### src/rtl/rx_strobe_sequencer.sv
// Receive-chain strobe scheduler: clk_int / sam_clk / sym_clk enables plus the clear_accum window-end pulse.
// Latency 1 clk from start/stop/sync; no backpressure, every output is a flop decoded from next-state.
module rx_strobe_sequencer #(
    parameter int INT_DIV  = 2,
    parameter int SAM_DIV  = 2,
    parameter int SPS      = 4,
    parameter int SPS_W    = 2,
    parameter int ACC_SYMS = 256,
    parameter int ACC_W    = 8
) (
    input  logic             clk,
    input  logic             reset,
    input  logic             start,
    input  logic             stop,
    input  logic             sync,
    input  logic [SPS_W-1:0] phase_sel,
    output logic             clk_int,
    output logic             sam_clk,
    output logic             sym_clk,
    output logic             clear_accum,
    output logic             running,
    output logic [ACC_W-1:0] sym_idx
);
    localparam int G      = INT_DIV * SAM_DIV;
    localparam int P      = G * SPS;
    localparam int MCNT_W = (P > 1) ? $clog2(P) : 1;
    localparam logic [MCNT_W-1:0] MCNT_LAST = MCNT_W'(P - 1);
    localparam logic [ACC_W-1:0]  IDX_LAST  = ACC_W'(ACC_SYMS - 1);
    localparam logic [SPS_W-1:0]  PH_MAX    = SPS_W'(SPS - 1);

    typedef enum logic {IDLE = 1'b0, RUN = 1'b1} state_t;

    state_t            state_q, state_d;
    logic [MCNT_W-1:0] mcnt_q, mcnt_d;
    logic [ACC_W-1:0]  sym_idx_q, sym_idx_d;
    logic [SPS_W-1:0]  phase_q, phase_d, phase_sel_c;
    logic              clk_int_q, clk_int_d;
    logic              sam_clk_q, sam_clk_d;
    logic              sym_clk_q, sym_clk_d;
    logic              clear_q, clear_d;
    logic              run_d;

    assign phase_sel_c = (32'(phase_sel) >= SPS) ? PH_MAX : phase_sel;

    always_comb begin
        state_d   = state_q;
        mcnt_d    = mcnt_q;
        sym_idx_d = sym_idx_q;
        phase_d   = phase_q;
        case (state_q)
            IDLE: begin
                if (start && !stop) begin
                    state_d   = RUN;
                    mcnt_d    = '0;
                    sym_idx_d = '0;
                    phase_d   = phase_sel_c;
                end
            end
            default: begin
                if (stop) begin
                    state_d = IDLE;
                end else begin
                    mcnt_d = (mcnt_q == MCNT_LAST) ? '0 : mcnt_q + MCNT_W'(1);
                    if (sym_clk_q) begin
                        sym_idx_d = (sym_idx_q == IDX_LAST) ? '0 : sym_idx_q + ACC_W'(1);
                    end
                    // Phase only changes on a period boundary so each period has exactly one sym_clk.
                    if (mcnt_q == MCNT_LAST) begin
                        phase_d = phase_sel_c;
                    end
                end
            end
        endcase
        if (sync) begin
            mcnt_d    = '0;
            sym_idx_d = '0;
        end
    end

    assign run_d     = (state_d == RUN);
    assign clk_int_d = run_d && ((32'(mcnt_d) % INT_DIV) == INT_DIV - 1);
    assign sam_clk_d = run_d && ((32'(mcnt_d) % G) == G - 1);
    assign sym_clk_d = run_d && (32'(mcnt_d) == G * 32'(phase_d) + G - 1);
    assign clear_d   = sym_clk_d && (sym_idx_d == IDX_LAST);

    always_ff @(posedge clk or negedge reset) begin
        if (!reset) begin
            state_q   <= IDLE;
            mcnt_q    <= '0;
            sym_idx_q <= '0;
            phase_q   <= '0;
            clk_int_q <= 1'b0;
            sam_clk_q <= 1'b0;
            sym_clk_q <= 1'b0;
            clear_q   <= 1'b0;
        end else begin
            state_q   <= state_d;
            mcnt_q    <= mcnt_d;
            sym_idx_q <= sym_idx_d;
            phase_q   <= phase_d;
            clk_int_q <= clk_int_d;
            sam_clk_q <= sam_clk_d;
            sym_clk_q <= sym_clk_d;
            clear_q   <= clear_d;
        end
    end

    assign clk_int     = clk_int_q;
    assign sam_clk     = sam_clk_q;
    assign sym_clk     = sym_clk_q;
    assign clear_accum = clear_q;
    assign running     = (state_q == RUN);
    assign sym_idx     = sym_idx_q;

endmodule

### config.mk
export PLATFORM = sky130hd
export DESIGN_NAME = rx_strobe_sequencer
export DESIGN_NICKNAME = d
export VERILOG_FILES = /design/src/rtl/rx_strobe_sequencer.sv
export SDC_FILE = /design/constraint.sdc
export NUM_CORES = 1
export LEC_CHECK = 0
export ABC_AREA = 1
export BUFFER_PORTS_ARGS = -buffer_cell sky130_fd_sc_hd__clkbuf_2
export CAP_MARGIN = 0
export CORE_AREA = 2 2 57 80
export DETAILED_ROUTE_END_ITERATION = 10
export DIE_AREA = 0 0 59 82
export PLACE_DENSITY = 0.45
export SETUP_SLACK_MARGIN = 0.02
export SLEW_MARGIN = 20
export SYNTH_ARGS = -nofsm -noshare
export SYNTH_HDL_FRONTEND = slang
export SYNTH_SLANG_ARGS = --single-unit
### constraint.sdc
create_clock -name clk -period 3.5 [get_ports clk]
set_clock_uncertainty 0.2 [all_clocks]
set_input_delay 0.525 -clock clk [delete_from_list [all_inputs] [get_ports clk]]
set_output_delay 0.525 -clock clk [all_outputs]
set_load 0.02 [all_outputs]
* Word-level counts from Yosys, hierarchy flattened
Index checks and enable logic that the tools add are counted.
Storage, ports and cells: bits in registers 19, input port bits 7
Cells by class: equal/unequal tests 5, reductions and logical operators 6, add/subtract/negate cells 4, mux-type cells 18
Operators with widths (number):
- 8-bit 2-to-1 mux | 6
- 4-bit by 32-bit equality test with 1-bit output | 1
- 4-bit 2-to-1 mux | 5
- 8-bit equality test (second input constant) | 2
- 8-bit by 1-bit adder with 8-bit output (second input constant) | 1
- 2-bit 2-to-1 mux | 4
- 5-bit by 1-bit subtractor with 6-bit output (second input constant) | 1
- 4-bit by 3-bit adder with 5-bit output (second input constant) | 1
- 1-bit logical AND | 5
- 4-bit by 1-bit adder with 4-bit output (second input constant) | 1
- 4-bit equality test (second input constant) | 1
- 1-bit 2-to-1 mux | 3
- 2-bit equality test (second input constant) | 1
- 1-bit logical NOT | 1

* Logic depth before layout (Yosys ltp)
depth in word-level cells 9, gate-level depth with buffers 12

* Least setup slack after synthesis
No wires, ideal clock.
path type flip-flop to flip-flop, from reg sym_idx_q[0] (netlist: sym_idx[0]), to reg clear_q (netlist: clear_accum), stages on the path, launching flop included 10, setup slack 1789 ps, buffers on the path 0, data arrival time 1439 ps, path through dfrtp_1 ha_1 nand3_1 nor2_2 nor2_1 nor2_1 nand2_1 nor2_1 nand3_1 nor2_1
Between the ends: word-level cells in the longest chain between the ends 8, elaborated cells between the ends (all ways) 10, classes of those cells add/sub: 1; eq/ne: 2; mux: 6; reduce/logical: 1
Ends and longest elaborated chain:
- from (decl) | RTL line 35 | logic [ACC_W-1:0] sym_idx_q, sym_idx_d;
- from (signal assigned) | RTL line 99 | sym_idx_q <= sym_idx_d;
- 8-bit by 1-bit adder with 8-bit output or 8-bit equality test (tied branches) | RTL line 65 | sym_idx_d = (sym_idx_q == IDX_LAST) ? '0 : sym_idx_q + ACC_W'(1);
- 8-bit 2-to-1 mux (*) | RTL line 65
- 8-bit 2-to-1 mux (*) | RTL line 64 | if (sym_clk_q) begin
- 8-bit 2-to-1 mux (*) | RTL line 60 | if (stop) begin
- 8-bit 2-to-1 mux (*) | RTL line 50 | case (state_q)
- 8-bit 2-to-1 mux (*) | RTL line 74 | if (sync) begin
- via sym_idx_d[4] | RTL line 35
- 8-bit equality test (*) | RTL line 84 | assign clear_d = sym_clk_d && (sym_idx_d == IDX_LAST);
- 1-bit logical AND (*) | RTL line 84
- via clear_d | RTL line 40 | logic clear_q, clear_d;
- to (signal assigned) | RTL line 104 | clear_q <= clear_d;
- to (decl) | RTL line 40
Mark *: on every way through the listed nets, which the timed path passes. The rest lies on a longest branch.

* Worst setup path in the final report
from reg state_q (netlist: running), to reg clear_q (netlist: clear_accum)
Between the ends: word-level cells in the longest chain between the ends 6, elaborated cells between the ends (all ways) 12, classes of those cells add/sub: 2; eq/ne: 2; mux: 6; reduce/logical: 2
Ends and longest elaborated chain:
- from (decl) | RTL line 33 | state_t state_q, state_d;
- from (signal assigned) | RTL line 97 | state_q <= state_d;
- 2-bit 2-to-1 mux | RTL line 50
- 4-bit by 3-bit adder with 5-bit output | RTL line 83 | assign sym_clk_d = run_d && (32'(mcnt_d) == G * 32'(phase_d) + G - 1);
- 5-bit by 1-bit subtractor with 6-bit output | RTL line 83
- 4-bit by 32-bit equality test with 1-bit output | RTL line 83
- 1-bit logical AND | RTL line 83
- 1-bit logical AND (*) | RTL line 84
- via clear_d | RTL line 40
Marked as above.

==> metrics.yaml <==
placed_design:
  pre_cts_ws_ns: 1.47
  io_buffers: 19
  dp_hpwl_um: 2500
  place_congestion: 0.915
setup_path:
  path_max_fanout: 14
  r2r_setup_slack_ns: 1.49
  start_kind: "register"
  cp_common_cell: "nor2_1"
  r2r_end: "clear_accum$_DFF_PN0_"
  critical_path_class: "register to register"
  arrival_ns: 2.01
  reg2reg_depth: 10
  cpPeakStageDelay_ns: 0.68
  cp.required_ns: 3.50
  worstPathCellList: "inv_2 -> nor2_2 -> nand3_1 -> nand2_1 -> inv_1 -> nand2_1 -> nor2_1 -> nor2_1 -> nand3_1 -> nor2_1"
  cp_slowest_cell: "dfrtp_1"
  end_kind: "register"
  rr_startpoint: "running$_DFF_PN0_"
clock_network:
  cts_resized: 0
  postCtsSetupRepairBufs: 0
  cts_tree: "built"
  clockBufferDepth: 2
  cts_max_level: 1
  clockRootBuffer: "clkbuf_8"
  insertion_delay_ns: 0.26
  clkTransAtPathRegs_ns: 0.08
  postCtsHoldBufs: 0
  numCtsBuffers: 3
  clock-sinks: 19
detailed_routing:
  wl_met3_um: 115
  vias: 1143
  drt_pass1_iterations: 4
  routed-wl-met2_um: 1580
  first_iter_violations: 58
  wl_per_cell_um: 12.8
  finalWirelength_um: 3080
  highest_layer: "met4"
  via_per_inst: 4.74
  wl_met1_um: 1290
  ant_nets: 0
  drc: 0
final_layout:
  layout-drive-gt1-share: 0.189
  fin_nets: 206
  diodes: 0
  area_growth_pct: 15.5
timing:
  rsz0062_at_grt: "false"
  slew_headroom: 0.645
  finalWorstSetupSlack_ns: 1.49
  hold_violations: 0
  drv_slew: 0
  worst_pin_slew_ns: 0.533
  post-route-period-util: 0.575
  hold_ws_ns: 0.0130
  fmax_mhz: 496
  period_minus_slack_ns: 2.01
  finalSetupViolations: 0
  tns_ns: 0
floorplanning:
  rows: 28
  start_util: 0.290
  core_um2: 4130
  pin_count: 20
  dieArea_um2: 4840
  die_w_um: 59
  die_height_um: 82
outcome:
  status: "finished, final reports clean"
global_route:
  grtUsageTotal: 0.145
  grt_max_degree: 20
  grt_pass1_wl_um: 5200
  grt-ovfl-total: 0
  grt_pass1_vias: 1147
  antenna_found_initial: 0
power_and_ir_drop:
  powerDensity_nw_per_um2: 334
  ir_worst_vdd_mv: 0.0980
  p_leak_nw: 0.777
synth:
  synth_area_leader_cell: "dfrtp_1"
  synth_area_leaders: "dfrtp_1 40%, nand2_1 16%, nand3_1 10%, inv_1 9.4%, nor2_1 8.2%"
  synth_seq_cells: 19
  yosysWarnings: 0
  synth_fp_nets: 183
  synth_top_area_frac: 0.397
  netlist_instances: 174
  yosysSeqAreaShare: 0.397
  synth_area_um2: 1200
  yosysUniqueCellTypes: 22
  avgSynthCellArea_um2: 6.88
job:
  cap_violations: 0
min_path:
  hp-class: "primary input to asynchronous set/reset pin"
## worst max-delay path by stage
stage | slack [ns] | start | endpoint
6_report | 1.49 | running$_DFF_PN0_ | clear_accum$_DFF_PN0_
5_1_grt | 1.33 | running$_DFF_PN0_ | clear_accum$_DFF_PN0_
4_1_cts | 1.51 | running$_DFF_PN0_ | clear_accum$_DFF_PN0_
3_5_place_dp | 1.47 | stop | clear_accum$_DFF_PN0_
3_3_place_gp | 1.44 | stop | clear_accum$_DFF_PN0_
2_1_floorplan | 1.79 | sym_idx[0]$_DFF_PN0_ | clear_accum$_DFF_PN0_
## kinds of logic after synthesis
logic type / count (synthesis) / synth area share
adder cells (fa/ha/maj): 2 / 0.0209
AO/OA/AOI/OAI: 5 / 0.0261
AND/OR/NAND/NOR: 113 / 0.433
XOR/XNOR: 1 / 0.00732
flip-flops: 19 / 0.397
buffers and inverters: 34 / 0.116
## cells in the mapped netlist, drive strengths merged
| cell type | n |
|---|---|
| nand2 | 54 |
| inv | 32 |
| nor2 | 30 |
| nand3 | 27 |
| dfrtp | 19 |
| a21oi | 2 |
| ha | 2 |
| a21o | 1 |
| buf | 1 |
| clkinv | 1 |
| nand4 | 1 |
| o21ai | 1 |
| o21bai | 1 |
| or2 | 1 |
| xor2 | 1 |
## flip-flops by register name (all words and copies together) (netlist names)
| register | cells |
|---|---|
| running | 1 |
| clk_int | 1 |
| mcnt_q | 4 |
| sym_idx | 8 |
| sam_clk | 1 |
| clear_accum | 1 |
| sym_clk | 1 |
| phase_q | 2 |
## layout by cell type, fill, tap and decap left out
cell type / instances
nand2_2: 3
nor2_2: 3
nand2_1: 50
nor2_1: 26
a21oi_1: 2
o21ai_0: 1
o21bai_1: 1
dfrtp_1: 19
inv_2: 1
clkbuf_8: 3
ha_1: 2
nand3_1: 25
a21o_2: 1
or2_2: 1
xor2_1: 1
clkbuf_2: 19
clkinv_2: 1
inv_4: 1
nor2_4: 1
nand2_4: 1
clkbuf_1: 1
nand3_4: 2
inv_1: 30
nand4_1: 1
## layer usage
metal / vias to the layer above / track usage
li1: 574 / -
met1: 521 / 0.163
met2: 39 / 0.262
met3: 9 / 0.0205
met4: 0 / 0.0682
met5: - / 0
## metrics by stage
stage | instances | power (mW) | utilization | area (um^2)
floorplan | 174 | 0.286 | - | 1200
finish | 241 | 0.462 | 0.334 | 1380
detailed placement | 237 | 0.308 | 0.324 | 1340
CTS | 241 | 0.465 | 0.334 | 1380
global placement | 237 | 0.308 | 0.324 | 1340
global route | 241 | 0.484 | 0.334 | 1380
## area by class of cell
type,instances,area (um^2)
Clock buffer,4,45.0
Sequential cell,19,475
Fill cell,466,2750
Multi-Input combinational cell,121,583
Timing Repair Buffer,19,95.1
Tap cell,45,56.3
Inverter,33,128
## critical path, delay by kind of cell (launching register included)
kind,cells,cell delay (ns)
simple gates,8,0.87
buf+inv,2,0.19
flops,1,0.68
## where the power goes
group / switching [mW] / internal (mW)
clock network: 0.0780 / 0.0811
logic: 0.0439 / 0.0210
registers: 0.00983 / 0.228
Power figures use the tool's default switching activity.
